===== src/rtl/mc_ctrl.sv =====
// Multi-cycle main controller for the MIPS-lite datapath: FETCH/DCD/EXE/MA/WB sequencing.
// Optional addi support with overflow-suppressed write-back is enabled by defining CTRL_ADDI_EN.
module mc_ctrl #(
  parameter int ST_W = 3
) (
  input  logic            clk,
  input  logic            rst_n,
  input  logic [5:0]      op,
  input  logic [5:0]      funct,
  input  logic            zero,
  input  logic            ovf,
  input  logic            dm_rdy,
  output logic            PCWr,
  output logic            IRWr,
  output logic            RegWr,
  output logic            DMWr,
  output logic            DMRd,
  output logic [1:0]      ExtOp,
  output logic            ALUSrc,
  output logic [1:0]      ALUOp,
  output logic [1:0]      RegDst,
  output logic [1:0]      WDSel,
  output logic [1:0]      NPCOp,
  output logic            illegal,
  output logic            done,
  output logic [ST_W-1:0] state
);

  typedef enum logic [ST_W-1:0] {
    S_FETCH = ST_W'(0),
    S_DCD   = ST_W'(1),
    S_EXE   = ST_W'(2),
    S_MA    = ST_W'(3),
    S_WB    = ST_W'(4)
  } state_t;

  localparam logic [5:0] OP_R    = 6'b000000;
  localparam logic [5:0] OP_ORI  = 6'b001101;
  localparam logic [5:0] OP_LW   = 6'b100011;
  localparam logic [5:0] OP_SW   = 6'b101011;
  localparam logic [5:0] OP_BEQ  = 6'b000100;
  localparam logic [5:0] OP_LUI  = 6'b001111;
  localparam logic [5:0] OP_J    = 6'b000010;
  localparam logic [5:0] OP_JAL  = 6'b000011;
  localparam logic [5:0] F_ADDU  = 6'b100001;
  localparam logic [5:0] F_SUBU  = 6'b100011;
  localparam logic [5:0] F_JR    = 6'b001000;

  state_t state_q;
  state_t state_d;

  logic is_r, is_addu, is_subu, is_jr, is_ori, is_lw, is_sw;
  logic is_beq, is_lui, is_j, is_jal, is_addi, legal;

  assign is_r    = (op == OP_R);
  assign is_addu = is_r && (funct == F_ADDU);
  assign is_subu = is_r && (funct == F_SUBU);
  assign is_jr   = is_r && (funct == F_JR);
  assign is_ori  = (op == OP_ORI);
  assign is_lw   = (op == OP_LW);
  assign is_sw   = (op == OP_SW);
  assign is_beq  = (op == OP_BEQ);
  assign is_lui  = (op == OP_LUI);
  assign is_j    = (op == OP_J);
  assign is_jal  = (op == OP_JAL);

`ifdef CTRL_ADDI_EN
  logic ovf_q;

  assign is_addi = (op == 6'b001000);

  // Overflow is captured at the end of EXE so WB can suppress the write.
  always_ff @(posedge clk or negedge rst_n) begin
    if (!rst_n) begin
      ovf_q <= 1'b0;
    end else if (state_q == S_EXE) begin
      ovf_q <= ovf;
    end
  end
`else
  logic ovf_unused;

  assign is_addi    = 1'b0;
  assign ovf_unused = ovf;
`endif

  assign legal = is_addu | is_subu | is_jr | is_ori | is_lw | is_sw |
                 is_beq | is_lui | is_j | is_jal | is_addi;

  always_ff @(posedge clk or negedge rst_n) begin
    if (!rst_n) begin
      state_q <= S_FETCH;
    end else begin
      state_q <= state_d;
    end
  end

  assign state = state_q;

  // Everything is held at zero while reset is asserted, independent of state.
  always_comb begin
    state_d = S_FETCH;
    PCWr    = 1'b0;
    IRWr    = 1'b0;
    RegWr   = 1'b0;
    DMWr    = 1'b0;
    DMRd    = 1'b0;
    ExtOp   = 2'b00;
    ALUSrc  = 1'b0;
    ALUOp   = 2'b00;
    RegDst  = 2'b00;
    WDSel   = 2'b00;
    NPCOp   = 2'b00;
    illegal = 1'b0;
    done    = 1'b0;
    if (rst_n) begin
      if (is_lw || is_sw || is_beq || is_addi) begin
        ExtOp = 2'b01;
      end else if (is_lui) begin
        ExtOp = 2'b10;
      end
      ALUSrc = is_ori | is_lw | is_sw | is_lui | is_addi;
      if (is_subu || is_beq) begin
        ALUOp = 2'b01;
      end else if (is_ori || is_lui) begin
        ALUOp = 2'b10;
      end

      case (state_q)
        S_FETCH: begin
          PCWr    = 1'b1;
          IRWr    = 1'b1;
          state_d = S_DCD;
        end
        S_DCD: begin
          if (is_j || is_jal) begin
            PCWr  = 1'b1;
            NPCOp = 2'b10;
            done  = 1'b1;
            if (is_jal) begin
              RegWr  = 1'b1;
              RegDst = 2'b10;
              WDSel  = 2'b10;
            end
          end else if (is_jr) begin
            PCWr  = 1'b1;
            NPCOp = 2'b11;
            done  = 1'b1;
          end else if (!legal) begin
            illegal = 1'b1;
            done    = 1'b1;
          end else begin
            state_d = S_EXE;
          end
        end
        S_EXE: begin
          if (is_beq) begin
            PCWr  = zero;
            NPCOp = 2'b01;
            done  = 1'b1;
          end else if (is_lw || is_sw) begin
            state_d = S_MA;
          end else begin
            state_d = S_WB;
          end
        end
        S_MA: begin
          if (is_sw) begin
            DMWr = 1'b1;
            if (dm_rdy) begin
              done = 1'b1;
            end else begin
              state_d = S_MA;
            end
          end else begin
            DMRd    = 1'b1;
            state_d = dm_rdy ? S_WB : S_MA;
          end
        end
        S_WB: begin
`ifdef CTRL_ADDI_EN
          RegWr = is_addi ? ~ovf_q : 1'b1;
`else
          RegWr = 1'b1;
`endif
          done   = 1'b1;
          RegDst = is_r ? 2'b01 : 2'b00;
          WDSel  = is_lw ? 2'b01 : 2'b00;
        end
        default: state_d = S_FETCH;
      endcase
    end
  end

endmodule


===== config.mk =====
export PLATFORM = sky130hd
export DESIGN_NAME = mc_ctrl
export DESIGN_NICKNAME = d
export VERILOG_FILES = /design/src/rtl/mc_ctrl.sv
export SDC_FILE = /design/constraint.sdc
export NUM_CORES = 1
export LEC_CHECK = 0
export CORE_UTILIZATION = 37
export CTS_CLUSTER_DIAMETER = 120
export DETAILED_ROUTE_END_ITERATION = 6
export GPL_ROUTABILITY_DRIVEN = 0
export PLACE_DENSITY = 0.83
export SLEW_MARGIN = 10
export SYNTH_ARGS = -nofsm -noshare
export SYNTH_HDL_FRONTEND = slang
export SYNTH_SLANG_ARGS = --single-unit
export TNS_END_PERCENT = 20

===== constraint.sdc =====
create_clock -name clk -period 1.9 [get_ports clk]
set_input_delay 0.19 -clock clk [delete_from_list [all_inputs] [get_ports clk]]
set_output_delay 0.19 -clock clk [all_outputs]
set_load 0.005 [all_outputs]

; ---- Word-level counts from Yosys, hierarchy flattened
; Index checks and enable logic that the tools add are counted.
[totals]
register_bits = 3
in_bits = 17
output_inout_bits = 21
elab_cells = 96
[classes]
eq_ne = 14
mux = 59
bitwise = 12
reduce_logical = 10
[ops]
columns = op, count
row1 = 2-to-1 mux 2 bit, 17
row2 = 2-to-1 mux 1 bit, 30
row3 = equality test 6 bit (second input constant), 4
row4 = equality test 6 x 4 -> 1 bit (second input constant), 3
row5 = 2-to-1 mux 3 bit, 5
row6 = equality test 6 x 2 -> 1 bit (second input constant), 2
row7 = OR 1 bit, 12
row8 = case mux 2 bit (2 select lines), 3
row9 = case mux 3 bit (4 select lines), 1
row10 = equality test 3 x 2 -> 1 bit (second input constant), 2
row11 = equality test 6 x 3 -> 1 bit (second input constant), 1
row12 = logical NOT 6 bit, 1
row13 = logical OR 1 bit, 5
row14 = case mux 1 bit (4 select lines), 1
row15 = equality test 3 x 1 -> 1 bit (second input constant), 1
row16 = equality test 3 bit (second input constant), 1
row17 = logical AND 1 bit, 3
row18 = logical NOT 3 bit, 1
row19 = case mux 1 bit (3 select lines), 1
row20 = case mux 1 bit (2 select lines), 1

; ---- Logic depth before layout (Yosys ltp)
[logic_depth]
word_depth = 16
mapped_depth = 5
mapped_depth_nobuf = 4

; ---- Least setup slack after synthesis
; Ideal clock, no wire load.
[synth_path]
path_type = reg2out
startpoint = register state_q[1], in the netlist state[1]
endpoint = output done
t_arrival_ns = 1.267
t_required_ns = 1.710
setup_slack_ns = 0.443
path_stages_with_launch = 5
path_buffers = 1
cell_sequence = dfrtp_1 -> buf_4 -> or3b_2 -> o22a_1 -> a31oi_1
[synth_via]
elab_chain_len = 3
word_cells_on_any_way = 6
classes_between = eq/ne (4) / mux (2)
[synth_lines]
columns = item, line
row1 = "start, declared", 49  ; state_t state_q;
row2 = "start signal, assigned", 94  ; state_q <= state_d;
row3 = equality test 3 bit (tied with other cells), 129  ; case (state_q)
row4 = case mux 1 bit (4 select lines) *, 129
row5 = 2-to-1 mux 1 bit *, 116  ; if (rst_n) begin
row6 = "end, declared", 25  ; output logic done,
; Mark *: on every way between the ends. The rest lies on a longest branch, timed or not.

; ---- Worst setup path after layout
[layout_path]
startpoint = input op[0]
endpoint = output ALUOp[0]
[layout_via]
elab_chain_len = 5
word_cells_on_any_way = 6
classes_between = eq/ne (1) / mux (2) / reduce/logical (3)
[layout_lines]
columns = item, line
row1 = "start, declared", 8  ; input logic [5:0] op,
row2 = logical NOT 6 bit, 55  ; assign is_r = (op == OP_R);
row3 = logical AND 1 bit, 57  ; assign is_subu = is_r && (funct == F_SUBU);
row4 = logical OR 1 bit *, 123  ; if (is_subu || is_beq) begin
row5 = 2-to-1 mux 2 bit *, 123
row6 = 2-to-1 mux 2 bit *, 116
row7 = "end, declared", 20  ; output logic [1:0] ALUOp,
; Marked as above.

==> reports/qor.json <==
{
  "hpwlAfterDp_um": 1750,
  "post_drt_via_cell_ratio": 6.16,
  "netlist-cell-type-count": 37,
  "cts-root-to-sink-buffers": 2,
  "final_cell_count_no_fill": 159,
  "synth_common_cells": "9 x sky130_fd_sc_hd__nor2_1, 8 x sky130_fd_sc_hd__nand2_1, 5 x sky130_fd_sc_hd__a21oi_1",
  "via_count": 980,
  "clock_tree_from_tritoncts": "built",
  "die_w_um": 41.2,
  "worst_r2r_path_depth": 5,
  "power.static_leakage_nw": 0.648,
  "netlist.area_leader.share_pct": 13.2,
  "slew_at_the_pin_with_the_worst_max_slew_slack_ns": 0.299,
  "sequential_cell_area_um2": 75.1,
  "worst_r2r_startpoint": "state[0]",
  "fin_ws_ns": -0.189,
  "antennaDiodeCount": 0,
  "violations": "setup timing",
  "powerDensity_mw_per_mm2": 283,
  "count_of_state_elements_after_synthesis": 3,
  "largest_register_ff_count": 3,
  "grt_start_max_net_pins": 13,
  "final_area_mm2": 0.00126,
  "timing.critical_path.fanout_max": 5,
  "max_freq_mhz": 479,
  "floorplan.die.height_um": 41.2,
  "final_core_util_pct": 91.9,
  "vdd_drop_max_uv": 369,
  "report.final.slew_viol_count": 0,
  "post_synthesis_sequential_area_ratio_pct": 13.2,
  "met2RoutedLength_um": 1670,
  "areaGrowthSynthToFinish_pct": 121,
  "avgRoutedWirePerCell_um": 20.1,
  "setup-violations-final": 5,
  "wl_met3_um": 260,
  "synthesis.area_um2": 568,
  "netlist_top_cells_area": "sky130_fd_sc_hd__dfrtp_1 13%, sky130_fd_sc_hd__and3b_1 6.2%, sky130_fd_sc_hd__nor2_1 5.9%",
  "fp-row-count": 13,
  "floorplan.initialDensity_pct": 41.6,
  "core_area_mm2": 0.00137,
  "final.setup_skew_ns": 0.00243,
  "cp_data_required_time_ns": 1.71,
  "slew_headroom_pct": 79.9,
  "portBuffers": 36,
  "finish.net_count": 162,
  "setup_cp_type": "in2out",
  "detail_route.wirelength.met1_um": 1120,
  "critPathArrivalTime_ns": 1.90,
  "status": "complete, but fails checks",
  "clock_sink_count": 3,
  "route.top_layer_used": "met4",
  "endpoint_kind": "output port",
  "yosysMostFrequentCell": "sky130_fd_sc_hd__nor2_1",
  "r2r-end": "state[1]",
  "cts_buffers": 3,
  "iter_0_drt_violations": 50,
  "timing.critical_path.from_type": "input pin",
  "remaining_drc_errors": 0,
  "die_area_mm2": 0.00170,
  "synth_area_leader_cell": "sky130_fd_sc_hd__dfrtp_1",
  "clockRootBuffer": "sky130_fd_sc_hd__clkbuf_4",
  "cts.reportedPaths.clkPinSlew_ns": 0.04,
  "global_route_wire_length_before_repair_um": 3870,
  "synth_nets": 95,
  "hold_fails_final_rpt": 0,
  "total_power_mw": 0.356,
  "yosys_warnings": 0,
  "drive_gt1_share_pct": 42.4,
  "placement.cell_area_mm2": 0.00110,
  "max-cap-violations": 0,
  "tcrit_tclk_final_pct": 110,
  "synth-async-reset-ratio_pct": 100,
  "post-place-cells": 149,
  "drt_pass1_iterations": 5,
  "grt_setup_unrepaired": "true",
  "worstSkewPairLatency_ns": 0.23,
  "multi_input_comb_area_um2": 558,
  "globalRouteOverflowTotal": 0,
  "grt_usage_pct": 35.7,
  "r2r_setup_slack_ns": 0.49,
  "antenna_violations_before_repair": 0,
  "syn_area_per_cell_um2": 7.28,
  "routed_wire_length_um": 3200,
  "synth_flop_cell": "sky130_fd_sc_hd__dfrtp_1",
  "first_global_vias": 829,
  "synth_enable_flop_cells": 0,
  "boundaryPins": 38,
  "num-fill-cells": 55,
  "finalCriticalPeriod_ns": 2.09,
  "drtAntennaViolNets": 0,
  "min-delay-path-class": "in2async",
  "cts_htree_levels": 1,
  "postCtsHoldBufs": 0,
  "postSynthCellCount": 78
}
per-stage QoR:
| stage | hold slack, ns | TNS (ns) | worst slack, ns |
|---|---|---|---|
| 6_report | 0.0854 | -0.538 | -0.189 |
| 3_3_place_gp | 0.539 | -3.90 | -0.375 |
| 2_1_floorplan | -0.106 | 0 | 0.443 |
| 5_1_grt | 0.0899 | -0.940 | -0.245 |
| 3_5_place_dp | 0.548 | -4.73 | -0.458 |
| 4_1_cts | 0.0591 | -0.617 | -0.166 |
cells in the final DEF (no fill, tap or decap), drive strengths merged, types with 2 or more instances in the layout:
cell type / n
buf: 31
dlygate4sd2: 15
clkdlybuf4s50: 13
nor2: 9
nand2: 8
clkbuf: 8
nor3: 6
a21oi: 5
and3b: 4
nand3: 3
dlymetal6s2s: 3
dfrtp: 3
nand3b: 3
and2: 3
and4b: 2
nand4: 2
o21a: 2
inv: 2
nor4: 2
o21ai: 2
nor2b: 2
a31oi: 2
cell type report:
cell class / count / area share (%)
repair buffers: 67 / 45.4
clock buffers: 4 / 2.09
flip-flops and latches: 3 / 5.98
well taps: 15 / 1.49
inverters: 2 / 0.598
multi-input cells: 68 / 44.4
critical path, cell delays in order:
cell and delay (ns):
sky130_fd_sc_hd__clkdlybuf4s15_2 0.24, sky130_fd_sc_hd__buf_4 0.18, sky130_fd_sc_hd__nor3_4 0.24, sky130_fd_sc_hd__nand4_1 0.20, sky130_fd_sc_hd__o21a_1 0.23, sky130_fd_sc_hd__nor2_1 0.11, sky130_fd_sc_hd__clkdlybuf4s50_1 0.51
how the worst max path moves through the flow:
| stage | startpoint | end | slack (ns) |
|---|---|---|---|
| final | op[0] | ALUOp[0] | -0.19 |
| after global routing | op[0] | ALUOp[0] | -0.24 |
| after CTS | op[5] | ALUOp[0] | -0.17 |
| after detailed placement | op[5] | done | -0.46 |
| after global placement | op[5] | done | -0.37 |
| after floorplan | state[1] | done | 0.44 |
where the power goes:
part / leakage (nW) / switching, mW / internal [mW] / total, mW
Combinational: 0.593 / 0.0876 / 0.0902 / 0.178
Sequential: 0.0404 / 0.00147 / 0.0663 / 0.0678
Clock: 0.0150 / 0.0315 / 0.0786 / 0.110
Total: 0.648 / 0.121 / 0.235 / 0.356
per-layer routing:
layer	global-route usage [%]	vias to the layer above
met4	14.5	0
met2	66.0	76
met3	6.52	25
met5	0	-
li1	-	428
met1	39.2	451
what timing repair did:
item,in CTS,in global routing
resized for setup,39,19
pin swaps,6,5
hold endpoints to repair,0,0
setup endpoints to repair,18,10
buffers inserted,3,3
logic make-up (layout without fill, tap and decap cells):
logic type	Yosys count	after routing	share of synthesized area, %
AND/OR/NAND/NOR	50	50	57.5
AO/OA/AOI/OAI	17	17	19.8
buffers and inverters	7	73	7.71
multiplexers	1	1	1.76
flip-flops	3	3	13.2
No activity file was read; power rests on OpenSTA's default activity.
